==> src/rtl/vc_pkg.sv <==
// Shared types and constants for the 8-entry exclusive victim cache.
package vc_pkg;
  localparam int VC_ENTRIES = 8;
  localparam int VC_IDX_W   = 3;
  localparam int VC_TAG_W   = 26;
  localparam int VC_DATA_W  = 128;

  typedef enum logic [1:0] {
    IDLE = 2'd0,
    WB   = 2'd1,
    FILL = 2'd2
  } vc_state_e;

  typedef struct packed {
    logic                 valid;
    logic                 dirty;
    logic [VC_TAG_W-1:0]  tag;
    logic [VC_DATA_W-1:0] data;
  } vc_entry_t;

  // Index of the lowest set bit; an empty vector maps to the last entry.
  function automatic logic [VC_IDX_W-1:0] vc_lowest_idx(input logic [VC_ENTRIES-1:0] vec);
    logic [VC_IDX_W-1:0] idx;
    idx = VC_IDX_W'(VC_ENTRIES - 1);
    for (int i = VC_ENTRIES - 1; i >= 0; i--) begin
      if (vec[i]) idx = VC_IDX_W'(i);
    end
    return idx;
  endfunction
endpackage

==> src/rtl/victim_cache_ctrl_if.sv <==
// Insert / lookup / writeback / LRU-tracker signal bundle of the victim cache.
interface victim_cache_ctrl_if
  import vc_pkg::*;
#(
  parameter int TAG_W  = VC_TAG_W,
  parameter int DATA_W = VC_DATA_W
);
  logic                  ins_valid;
  logic                  ins_ready;
  logic [TAG_W-1:0]      ins_tag;
  logic [DATA_W-1:0]     ins_data;
  logic                  ins_dirty;
  logic                  lk_valid;
  logic                  lk_ready;
  logic [TAG_W-1:0]      lk_tag;
  logic                  lk_resp_valid;
  logic                  lk_hit;
  logic [DATA_W-1:0]     lk_data;
  logic                  lk_dirty;
  logic                  wb_valid;
  logic                  wb_ready;
  logic [TAG_W-1:0]      wb_tag;
  logic [DATA_W-1:0]     wb_data;
  logic [VC_ENTRIES-1:0] lru_number;
  logic [VC_ENTRIES-1:0] lru_update;
  logic                  add_cache;

  modport slave (
    input  ins_valid, ins_tag, ins_data, ins_dirty, lk_valid, lk_tag, wb_ready, lru_number,
    output ins_ready, lk_ready, lk_resp_valid, lk_hit, lk_data, lk_dirty,
           wb_valid, wb_tag, wb_data, lru_update, add_cache
  );

  modport master (
    output ins_valid, ins_tag, ins_data, ins_dirty, lk_valid, lk_tag, wb_ready, lru_number,
    input  ins_ready, lk_ready, lk_resp_valid, lk_hit, lk_data, lk_dirty,
           wb_valid, wb_tag, wb_data, lru_update, add_cache
  );
endinterface

==> src/rtl/vc_tag_match.sv <==
// Parallel tag compare over all entries plus lowest-free-entry selection.
module vc_tag_match
  import vc_pkg::*;
#(
  parameter int TAG_W = VC_TAG_W
) (
  input  logic [VC_ENTRIES-1:0]            valid,
  input  logic [VC_ENTRIES-1:0][TAG_W-1:0] tags,
  input  logic [TAG_W-1:0]                 tag,
  output logic [VC_ENTRIES-1:0]            hit_oh,
  output logic [VC_ENTRIES-1:0]            free_oh
);
  logic [VC_ENTRIES-1:0] invalid;

  for (genvar gi = 0; gi < VC_ENTRIES; gi++) begin : g_cmp
    assign hit_oh[gi] = valid[gi] && (tags[gi] == tag);
  end

  // x & -x isolates the lowest invalid entry
  assign invalid = ~valid;
  assign free_oh = invalid & (~invalid + VC_ENTRIES'(1));
endmodule

==> src/rtl/victim_cache_ctrl.sv <==
// Victim cache controller: lookup/insert FSM, entry storage, LRU pulses, L2 writeback.
// Optional statistics counters are built when VC_STATS_EN is defined.
module victim_cache_ctrl
  import vc_pkg::*;
#(
  parameter int TAG_W  = VC_TAG_W,
  parameter int DATA_W = VC_DATA_W
) (
  input logic                clk,
  input logic                reset_n,
  victim_cache_ctrl_if.slave bus
`ifdef VC_STATS_EN
  ,
  output logic [31:0]        stat_hits,
  output logic [31:0]        stat_misses,
  output logic [31:0]        stat_wbs
`endif
);
  vc_state_e             state_q, state_d;
  vc_entry_t             mem_q [VC_ENTRIES];
  vc_entry_t             mem_d [VC_ENTRIES];
  logic [VC_IDX_W-1:0]   tgt_q, tgt_d;
  logic                  repl_q, repl_d;
  logic [TAG_W-1:0]      itag_q, itag_d;
  logic [DATA_W-1:0]     idata_q, idata_d;
  logic                  idirty_q, idirty_d;
  logic                  resp_valid_q, resp_valid_d;
  logic                  resp_hit_q, resp_hit_d;
  logic [DATA_W-1:0]     resp_data_q, resp_data_d;
  logic                  resp_dirty_q, resp_dirty_d;

  logic [VC_ENTRIES-1:0]            valid_vec, hit_oh, free_oh;
  logic [VC_ENTRIES-1:0][TAG_W-1:0] tag_vec;
  logic [TAG_W-1:0]                 match_tag;
  logic [VC_IDX_W-1:0]              hit_idx, free_idx, victim_idx;

  for (genvar gi = 0; gi < VC_ENTRIES; gi++) begin : g_flat
    assign valid_vec[gi] = mem_q[gi].valid;
    assign tag_vec[gi]   = mem_q[gi].tag;
  end

  // One comparator serves both requests; lookup wins when both are present.
  assign match_tag = bus.lk_valid ? bus.lk_tag : bus.ins_tag;

  vc_tag_match #(.TAG_W(TAG_W)) u_match (
    .valid   (valid_vec),
    .tags    (tag_vec),
    .tag     (match_tag),
    .hit_oh  (hit_oh),
    .free_oh (free_oh)
  );

  assign hit_idx    = vc_lowest_idx(hit_oh);
  assign free_idx   = vc_lowest_idx(free_oh);
  assign victim_idx = vc_lowest_idx(bus.lru_number);

  always_comb begin
    state_d      = state_q;
    mem_d        = mem_q;
    tgt_d        = tgt_q;
    repl_d       = repl_q;
    itag_d       = itag_q;
    idata_d      = idata_q;
    idirty_d     = idirty_q;
    resp_valid_d = 1'b0;
    resp_hit_d   = 1'b0;
    resp_data_d  = '0;
    resp_dirty_d = 1'b0;
    case (state_q)
      IDLE: begin
        if (bus.lk_valid) begin
          resp_valid_d = 1'b1;
          if (|hit_oh) begin
            resp_hit_d             = 1'b1;
            resp_data_d            = mem_q[hit_idx].data;
            resp_dirty_d           = mem_q[hit_idx].dirty;
            mem_d[hit_idx].valid   = 1'b0;
          end
        end else if (bus.ins_valid) begin
          itag_d   = bus.ins_tag;
          idata_d  = bus.ins_data;
          idirty_d = bus.ins_dirty;
          state_d  = FILL;
          if (|hit_oh) begin
            tgt_d  = hit_idx;
            repl_d = 1'b0;
          end else if (|free_oh) begin
            tgt_d  = free_idx;
            repl_d = 1'b0;
          end else begin
            tgt_d  = victim_idx;
            repl_d = 1'b1;
            if (mem_q[victim_idx].dirty) state_d = WB;
          end
        end
      end
      WB: begin
        if (bus.wb_ready) state_d = FILL;
      end
      FILL: begin
        mem_d[tgt_q] = '{valid: 1'b1, dirty: idirty_q, tag: itag_q, data: idata_q};
        state_d      = IDLE;
      end
      default: state_d = IDLE;
    endcase
  end

  always_ff @(posedge clk or negedge reset_n) begin
    if (!reset_n) begin
      state_q      <= IDLE;
      for (int i = 0; i < VC_ENTRIES; i++) mem_q[i] <= '0;
      tgt_q        <= '0;
      repl_q       <= 1'b0;
      itag_q       <= '0;
      idata_q      <= '0;
      idirty_q     <= 1'b0;
      resp_valid_q <= 1'b0;
      resp_hit_q   <= 1'b0;
      resp_data_q  <= '0;
      resp_dirty_q <= 1'b0;
    end else begin
      state_q      <= state_d;
      mem_q        <= mem_d;
      tgt_q        <= tgt_d;
      repl_q       <= repl_d;
      itag_q       <= itag_d;
      idata_q      <= idata_d;
      idirty_q     <= idirty_d;
      resp_valid_q <= resp_valid_d;
      resp_hit_q   <= resp_hit_d;
      resp_data_q  <= resp_data_d;
      resp_dirty_q <= resp_dirty_d;
    end
  end

  assign bus.lk_ready      = (state_q == IDLE);
  assign bus.ins_ready     = (state_q == IDLE) && !bus.lk_valid;
  assign bus.lk_resp_valid = resp_valid_q;
  assign bus.lk_hit        = resp_hit_q;
  assign bus.lk_data       = resp_data_q;
  assign bus.lk_dirty      = resp_dirty_q;
  // The victim entry is untouched until FILL, so WB reads it straight from storage.
  assign bus.wb_valid      = (state_q == WB);
  assign bus.wb_tag        = (state_q == WB) ? mem_q[tgt_q].tag : '0;
  assign bus.wb_data       = (state_q == WB) ? mem_q[tgt_q].data : '0;
  assign bus.add_cache     = (state_q == FILL) && repl_q;
  assign bus.lru_update    = ((state_q == FILL) && !repl_q) ? (VC_ENTRIES'(1) << tgt_q) : '0;

`ifdef VC_STATS_EN
  logic [31:0] hits_q, hits_d, misses_q, misses_d, wbs_q, wbs_d;

  function automatic logic [31:0] sat_inc(input logic [31:0] v);
    return (v == 32'hFFFF_FFFF) ? v : v + 32'd1;
  endfunction

  always_comb begin
    hits_d   = hits_q;
    misses_d = misses_q;
    wbs_d    = wbs_q;
    if (state_q == IDLE && bus.lk_valid) begin
      if (|hit_oh) hits_d   = sat_inc(hits_q);
      else         misses_d = sat_inc(misses_q);
    end
    if (state_q == WB && bus.wb_ready) wbs_d = sat_inc(wbs_q);
  end

  always_ff @(posedge clk or negedge reset_n) begin
    if (!reset_n) begin
      hits_q   <= '0;
      misses_q <= '0;
      wbs_q    <= '0;
    end else begin
      hits_q   <= hits_d;
      misses_q <= misses_d;
      wbs_q    <= wbs_d;
    end
  end

  assign stat_hits   = hits_q;
  assign stat_misses = misses_q;
  assign stat_wbs    = wbs_q;
`endif
endmodule

==> src/flat_wrapper.sv <==
// flat-port wrapper written by rule: the top's interface ports become plain ports
module victim_cache_ctrl_flat import vc_pkg::*;
#(
  parameter int TAG_W  = VC_TAG_W,
  parameter int DATA_W = VC_DATA_W
)
  (clk, reset_n, bus_ins_valid, bus_ins_tag, bus_ins_data, bus_ins_dirty, bus_lk_valid, bus_lk_tag, bus_wb_ready, bus_lru_number, bus_ins_ready, bus_lk_ready, bus_lk_resp_valid, bus_lk_hit, bus_lk_data, bus_lk_dirty, bus_wb_valid, bus_wb_tag, bus_wb_data, bus_lru_update, bus_add_cache);
  victim_cache_ctrl_if #(.TAG_W(TAG_W), .DATA_W(DATA_W)) bus_i ();
  input logic clk;
  input logic reset_n;
  input wire logic [$bits(bus_i.ins_valid)-1:0] bus_ins_valid;
  input wire logic [$bits(bus_i.ins_tag)-1:0] bus_ins_tag;
  input wire logic [$bits(bus_i.ins_data)-1:0] bus_ins_data;
  input wire logic [$bits(bus_i.ins_dirty)-1:0] bus_ins_dirty;
  input wire logic [$bits(bus_i.lk_valid)-1:0] bus_lk_valid;
  input wire logic [$bits(bus_i.lk_tag)-1:0] bus_lk_tag;
  input wire logic [$bits(bus_i.wb_ready)-1:0] bus_wb_ready;
  input wire logic [$bits(bus_i.lru_number)-1:0] bus_lru_number;
  output wire logic [$bits(bus_i.ins_ready)-1:0] bus_ins_ready;
  output wire logic [$bits(bus_i.lk_ready)-1:0] bus_lk_ready;
  output wire logic [$bits(bus_i.lk_resp_valid)-1:0] bus_lk_resp_valid;
  output wire logic [$bits(bus_i.lk_hit)-1:0] bus_lk_hit;
  output wire logic [$bits(bus_i.lk_data)-1:0] bus_lk_data;
  output wire logic [$bits(bus_i.lk_dirty)-1:0] bus_lk_dirty;
  output wire logic [$bits(bus_i.wb_valid)-1:0] bus_wb_valid;
  output wire logic [$bits(bus_i.wb_tag)-1:0] bus_wb_tag;
  output wire logic [$bits(bus_i.wb_data)-1:0] bus_wb_data;
  output wire logic [$bits(bus_i.lru_update)-1:0] bus_lru_update;
  output wire logic [$bits(bus_i.add_cache)-1:0] bus_add_cache;
  assign bus_i.ins_valid = bus_ins_valid;
  assign bus_i.ins_tag = bus_ins_tag;
  assign bus_i.ins_data = bus_ins_data;
  assign bus_i.ins_dirty = bus_ins_dirty;
  assign bus_i.lk_valid = bus_lk_valid;
  assign bus_i.lk_tag = bus_lk_tag;
  assign bus_i.wb_ready = bus_wb_ready;
  assign bus_i.lru_number = bus_lru_number;
  assign bus_ins_ready = bus_i.ins_ready;
  assign bus_lk_ready = bus_i.lk_ready;
  assign bus_lk_resp_valid = bus_i.lk_resp_valid;
  assign bus_lk_hit = bus_i.lk_hit;
  assign bus_lk_data = bus_i.lk_data;
  assign bus_lk_dirty = bus_i.lk_dirty;
  assign bus_wb_valid = bus_i.wb_valid;
  assign bus_wb_tag = bus_i.wb_tag;
  assign bus_wb_data = bus_i.wb_data;
  assign bus_lru_update = bus_i.lru_update;
  assign bus_add_cache = bus_i.add_cache;
  victim_cache_ctrl #(.TAG_W(TAG_W), .DATA_W(DATA_W)) u_core (.clk(clk), .reset_n(reset_n), .bus(bus_i));
endmodule
==> config.mk <==
export PLATFORM = sky130hd
export DESIGN_NAME = victim_cache_ctrl_flat
export DESIGN_NICKNAME = d
export VERILOG_FILES = /design/src/rtl/vc_pkg.sv /design/src/rtl/victim_cache_ctrl_if.sv /design/src/rtl/vc_tag_match.sv /design/src/rtl/victim_cache_ctrl.sv /design/src/flat_wrapper.sv
export SDC_FILE = /design/constraint.sdc
export NUM_CORES = 2
export LEC_CHECK = 0
export BUFFER_PORTS_ARGS = -buffer_cell sky130_fd_sc_hd__buf_2
export CAP_MARGIN = 20
export CORE_UTILIZATION = 53
export CTS_CLUSTER_SIZE = 24
export DETAILED_ROUTE_END_ITERATION = 12
export PLACE_DENSITY = 0.69
export SYNTH_ARGS = -nofsm -noshare
export SYNTH_HDL_FRONTEND = slang
export SYNTH_SLANG_ARGS = --single-unit
==> constraint.sdc <==
create_clock -name clk -period 3.14 [get_ports clk]
set_clock_uncertainty 0.05 [all_clocks]
set_input_delay 0.157 -clock clk [delete_from_list [all_inputs] [get_ports clk]]
set_output_delay 0.157 -clock clk [all_outputs]
set_load 0.01 [all_outputs]
-- Word-level counts from Yosys, hierarchy flattened
Index checks and enable logic that the tools add are counted.
- add/sub/neg operators: 1
- order comparisons: 5
- eq/ne operators: 15
- shifts and indexed selects: 1
- muxes and demuxes: 65
- bitwise operators: 7
- reduce and logical (&&, ||, !) cells: 22
- operators with widths (operator ; number):
    bitwise mux 1248 bit ; 2
    two-way mux 1248 bit ; 2
    one-hot mux 1248 bit (2 select lines) ; 1
    binary-select mux 156 bit (select 3 bit) ; 3
    demux 156 bit (select 3 bit) ; 2
    two-way mux 155 bit ; 4
    two-way mux 128 bit ; 4
    two-way mux 156 bit ; 2
    two-way mux 154 bit ; 2
    == test 26 bit ; 8
    two-way mux 26 bit ; 2
    two-way mux 3 bit ; 16
    two-way mux 2 bit ; 10
    NOT 8 bit ; 2
    OR reduction 8 bit ; 2
    logical AND 1 bit ; 13
    two-way mux 1 bit ; 13
    greater-or-equal comparator 4 bit, second input constant ; 3
    NOT 3 -> 4 bit ; 3
    AND reduction 3 bit ; 3
    adder 8 x 1 -> 8 bit, second input constant ; 1
    AND 8 bit ; 1
    < comparator 4 x 1 -> 1 bit, second input constant ; 2
    two-way mux 8 bit ; 1
    10 further kinds ; 14
- flip-flop bits (word level): 1540
- input bits: 194
- output and inout port bits: 297
- word-level logic and storage cells: 158

-- Logic depth before layout (Yosys ltp)
- word-level depth: 19
- depth in mapped cells: 15
- gate-level depth less buffers: 11

-- Cells and area by module
From an unflattened synthesis, not the netlist that was laid out.
- cell total of the unflattened synthesis: 7248
- area total of the unflattened synthesis: 77433.0 sq um
- modules (own cells, without submodules) (module ; times used ; cells an instance ; area each (sq um) ; sequential area each (sq um)):
    victim_cache_ctrl ; 1 ; 6929 ; 74780.5 ; 38537.0
    vc_tag_match ; 1 ; 319 ; 2652.5 ; 0.0

-- Least setup slack after synthesis
No wires, ideal clock.
- path type: input-to-reg
- from: in bus_lk_valid
- to: reg u_core.resp_data_q[114], in the netlist u_core.bus.lk_data[114]
- setup time: 0.104 ns
- data arrival time: 3.082 ns
- data required time: 2.986 ns
- path slack: -0.096 ns
- stages: 15
- buffers on the path: 5
- cell sequence: buf_6 -> buf_6 -> mux2i_4 -> xnor2_1 -> nor4_1 -> nand2_1 -> nor4_4 -> inv_2 -> a21oi_4 -> buf_6 -> nor2_8 -> buf_6 -> buf_4 -> mux2i_1 -> a221oi_1
- word-level cells in the longest chain between the ends: 17
- elaborated cells on any way between the ends: 32
- classes of those cells: 8 x eq/ne; 14 x mux; 1 x bitwise; 9 x reduce/logical
- RTL lines (item ; line ; source):
    start, declared ; flat_wrapper.sv:15 ; input wire logic [$bits(bus_i.lk_valid)-1:0] bus_lk_valid;
    two-way mux 26 bit ; victim_cache_ctrl.sv:43 ; assign match_tag = bus.lk_valid ? bus.lk_tag : bus.ins_tag;
    == test 26 bit ; vc_tag_match.sv:16 ; assign hit_oh[gi] = valid[gi] && (tags[gi] == tag);
    logical AND 1 bit ; vc_tag_match.sv:16 ;
    two-way mux 1 bit ; vc_pkg.sv:26 ; if (vec[i]) idx = VC_IDX_W'(i);
    two-way mux 3 bit (6 in series) ; vc_pkg.sv:26 ;
    NOT 3 -> 4 bit (not written as such) ; victim_cache_ctrl.sv:75 ; resp_data_d = mem_q[hit_idx].data;
    binary-select mux 156 bit (select 3 bit) ; victim_cache_ctrl.sv:75 ;
    two-way mux 155 bit (not written as such) (2 in series) ; victim_cache_ctrl.sv:75 ;
    two-way mux 128 bit ; victim_cache_ctrl.sv:73 ; if (|hit_oh) begin
    two-way mux 128 bit * ; victim_cache_ctrl.sv:71 ; if (bus.lk_valid) begin
    two-way mux 128 bit * ; victim_cache_ctrl.sv:69 ; case (state_q)
    via u_core.resp_data_d[114] ; victim_cache_ctrl.sv:29 ; logic [DATA_W-1:0] resp_data_q, resp_data_d;
    end signal, assigned ; victim_cache_ctrl.sv:131 ; resp_data_q <= resp_data_d;
    end, declared ; victim_cache_ctrl.sv:29 ;
The timed path passes the listed nets; every way through them passes the cells marked *. The select of a mux whose other input is x is not followed.
A chain may end at the register's enable or synchronous reset.

-- Worst setup path in the final report
- from: reg u_core.mem_q[915] (netlist name)
- to: reg u_core.resp_data_q[26], in the netlist u_core.bus.lk_data[26]
- word-level cells in the longest chain between the ends: 12
- elaborated cells on any way between the ends: 13
- classes of those cells: 1 x eq/ne; 9 x mux; 1 x bitwise; 2 x reduce/logical
- RTL lines (item ; line ; source):
    start, declared ; victim_cache_ctrl.sv:20 ; vc_entry_t mem_q [VC_ENTRIES];
    start signal, assigned ; victim_cache_ctrl.sv:123 ; mem_q <= mem_d;
    == test 26 bit * ; vc_tag_match.sv:16 ;
    logical AND 1 bit * ; vc_tag_match.sv:16 ;
    two-way mux 3 bit (3 in series) ; vc_pkg.sv:26 ;
    NOT 3 -> 4 bit (not written as such) ; victim_cache_ctrl.sv:75 ;
    binary-select mux 156 bit (select 3 bit) ; victim_cache_ctrl.sv:75 ;
    two-way mux 155 bit (not written as such) (2 in series) ; victim_cache_ctrl.sv:75 ;
    two-way mux 128 bit * ; victim_cache_ctrl.sv:73 ;
    two-way mux 128 bit * ; victim_cache_ctrl.sv:71 ;
    two-way mux 128 bit * ; victim_cache_ctrl.sv:69 ;
    via u_core.resp_data_d[26] ; victim_cache_ctrl.sv:29 ;
Marked as above.

==> flow_summary.yaml <==
critical_path:
  cp_data_required_time_ps: 3770
  worstSetupStartpoint: "u_core.mem_q[915]"
  timing.critical_path.fanout_max: 10
  crit_arrival_ps: 3930
  reg2reg_from: "u_core.mem_q[915]"
  reg2reg_depth: 11
  start_kind: "flop"
  r2r_slack_ps: -160
  critical_path.endpoint_type: "flop"
  critPathKind: "flop to flop"
  r2r_end: "u_core.bus.lk_data[26]"
yosys:
  synthTopCellsByArea: "dfrtp_1 (49%), mux2_2 (11%), nand2_1 (11%), mux4_2 (8.8%), mux2i_1 (2.8%)"
  yosys.area_share.simple_pct: 13.3
  synth_top_area_share_pct: 48.8
  synthArstFlopShare_pct: 100
  netlist_instances: 7406
  synth.area.mux_share_pct: 23.4
  synth_edf_count: 0
  syn_nets: 7600
  yosysWarnings: 0
  synthAdderAreaFrac_pct: 0
  synth_xor_area_share_pct: 2.30
  synth_flop_cell: "dfrtp_1"
  synth_top_area_cell: "dfrtp_1"
  ys_types: 64
  ys_ff_latch: 1540
  synth_top_family_by_area: "multiplexers"
  syn-cell-area_um2: 79000
  synth-compound-area-share_pct: 8.51
  ys_seq_area_share_pct: 48.8
  syn_avg_cell_area_um2: 10.7
worst_hold_path:
  hold_end: "u_core.idata_q[47]"
  min_from: "bus_ins_data[47]"
  hold_class: "input pin to flop"
  hold-path-cell-count: 4
placed_design:
  dp.final_hpwl_um: 165000
  place_inst: 9595
  place_ws_ps: -1140
  gp_congestion: 1.05
  dpl_cell_area_um2: 86700
  port_buffers: 489
die:
  design.die.area_um2: 151000
  die_h_um: 388
  core-area_um2: 148000
  rows: 141
  die_x_um: 388
  start_util_pct: 53.5
  io_pins: 491
cells_and_area:
  drive_above_1_share_pct: 33.2
  nets: 8403
  stdcell_area_um2: 98700
  final_common_cell: "nand2_1"
  final_cell_mix: "nand2_1 (2254), dfrtp_1 (1534), mux2_2 (776), buf_2 (487), buf_4 (335)"
  areaGrowthSynthToFinish_pct: 24.9
  postLayoutCoreUtil_pct: 66.8
  final_cells: 10300
  nFillCells: 10700
clock_network:
  cts_buffers: 165
  clock_latency_ps: 820
  cts_root_buffer: "clkbuf_16"
  clk_path_buf_depth: 3
  cts.clk_slew.worst_paths_ps: 60
  clkSinkCount: 1540
  ctsHtreeMaxLevel: 4
  cts_tree: "yes"
routing:
  vias_per_cell: 6.44
  ant_nets: 0
  drt-total-wl_um: 290000
  drt-initial-drc-count: 7948
  vias: 66100
  avgRoutedWirePerCell_um: 28.2
  drc: 0
  dr.pass1.iters: 8
outcome:
  status: "finished, violations left"
  failed_checks: "negative setup slack"
sta:
  setup_viol: 121
  fmax_mhz: 303
  setup_ws_ps: -158
  tightest_slew_ps: 868
  timing.hold.ws_ps: 36.8
  fin_tns_setup_ps: -7070
  rsz0062_at_grt: "yes"
  hold_violations: 0
  min_period_over_period_pct: 105
  drv_slew: 0
  layout_min_cycle_time_ps: 3300
  maxSlewHeadroom_pct: 42.2
pwr:
  ir_drop_v: 0.000582
  leakagePower_nw: 46.0
  powerDensity_nw_per_um2: 825
  power_mw: 81.4
grt:
  grt_pass1_vias: 65500
  grt_antenna_before_repair: 6
  grt.total_usage_pct: 36.7
  grt_pass1_wl_um: 418000
  grt-ovfl-total: 0
  grt_max_degree: 112
run:
  drv_cap: 0
==> worst max-delay path: stages, from the launching register on <==
cell	delay (ps)
dfrtp_1	390
xnor2_1	390
nor3_2	120
nand3_1	200
nor4_4	70
buf_4	150
nor4_4	410
nor2b_4	720
buf_12	220
o21ai_1	80
o22ai_1	270
a2111oi_4	80
==> what timing repair did <==
item / 4_1_cts / 5_1_grt
cloned: 10 / 42
gates resized for setup: 54 / 369
pin swaps: 23 / 96
endpoints found under the setup margin: 270 / 160
endpoints found under the hold margin: 1469 / 0
hold buffers: 257 / 0
buffers inserted: 20 / 52
==> registers in the layout, summed over array words and instances (netlist names) <==
signal                    cells
u_core.bus.lk_resp_valid      1
u_core.bus.lk_data          128
u_core.tgt_q                  3
u_core.repl_q                 1
u_core.idata_q              128
u_core.mem_q               1248
u_core.bus.lk_dirty           1
u_core.state_q                2
u_core.itag_q                26
u_core.idirty_q               1
u_core.bus.lk_hit             1
==> layer usage <==
| metal | routed length [µm] | up-vias | global-route usage [%] |
|---|---|---|---|
| met5 | 21 | - | 0 |
| met4 | 17700 | 4 | 20.4 |
| met3 | 30400 | 996 | 6.99 |
| met2 | 132000 | 4573 | 56.9 |
| met1 | 110000 | 33400 | 48.8 |
| li1 | - | 27200 | - |
==> power by group <==
part	switching, mW	internal (mW)
registers	6.99	26.8
clock network	8.71	11.9
logic	12.5	14.5
==> layout make-up <==
cell class / instances / area, µm² / area share (%)
Sequential cell: 1540 / 38600 / 39.0
Inverter: 7 / 52.6 / 0.0532
Antenna cell: 2 / 5.00 / 0.00507
Timing Repair Buffer: 1345 / 13000 / 13.2
Clock buffer: 237 / 4860 / 4.92
Clock inverter: 64 / 891 / 0.902
Tap cell: 1930 / 2410 / 2.45
Multi-Input combinational cell: 5150 / 39000 / 39.5
==> synth_stat cells (3+ instances only) <==
cell	n
buf_1	63
dfrtp_1	1540
buf_4	28
inv_1	5
nand3_1	12
nand2_1	2279
mux2i_4	18
a221oi_1	31
a221oi_2	4
nand4_1	11
mux4_2	310
xnor2_1	169
a21boi_1	41
nor2_1	174
o211ai_1	34
mux2i_1	223
or3_1	96
and4_1	6
mux2i_2	8
o21ai_0	355
a21boi_0	181
clkbuf_2	8
o22ai_1	95
buf_2	45
nor2b_1	4
nand2b_1	3
buf_6	13
nor4_1	40
clkbuf_1	552
xor2_1	39
a2111oi_2	94
o31ai_1	8
nor3_1	6
and3_1	3
mux2_2	776
a21oi_1	97
==> worst max path at each step <==
stage | cells past startpoint | slack (ps) | to
floorplan | 15 | -10 | u_core.bus.lk_data[114]
global placement | 15 | -1070 | u_core.bus.lk_data[90]
detailed placement | 15 | -1140 | u_core.bus.lk_data[96]
CTS | 14 | -70 | u_core.bus.lk_data[2]
global route | 15 | -190 | u_core.bus.lk_data[18]
finish | 11 | -160 | u_core.bus.lk_data[26]
==> cells by family after synthesis <==
logic type,after synthesis
xor gates and xnor gates,208
DFF,1540
muxes,1335
and+or+nand+nor,2652
buffers and inverters,717
AOI/OAI and AO/OA,954
Power figures use the tool's default switching activity.
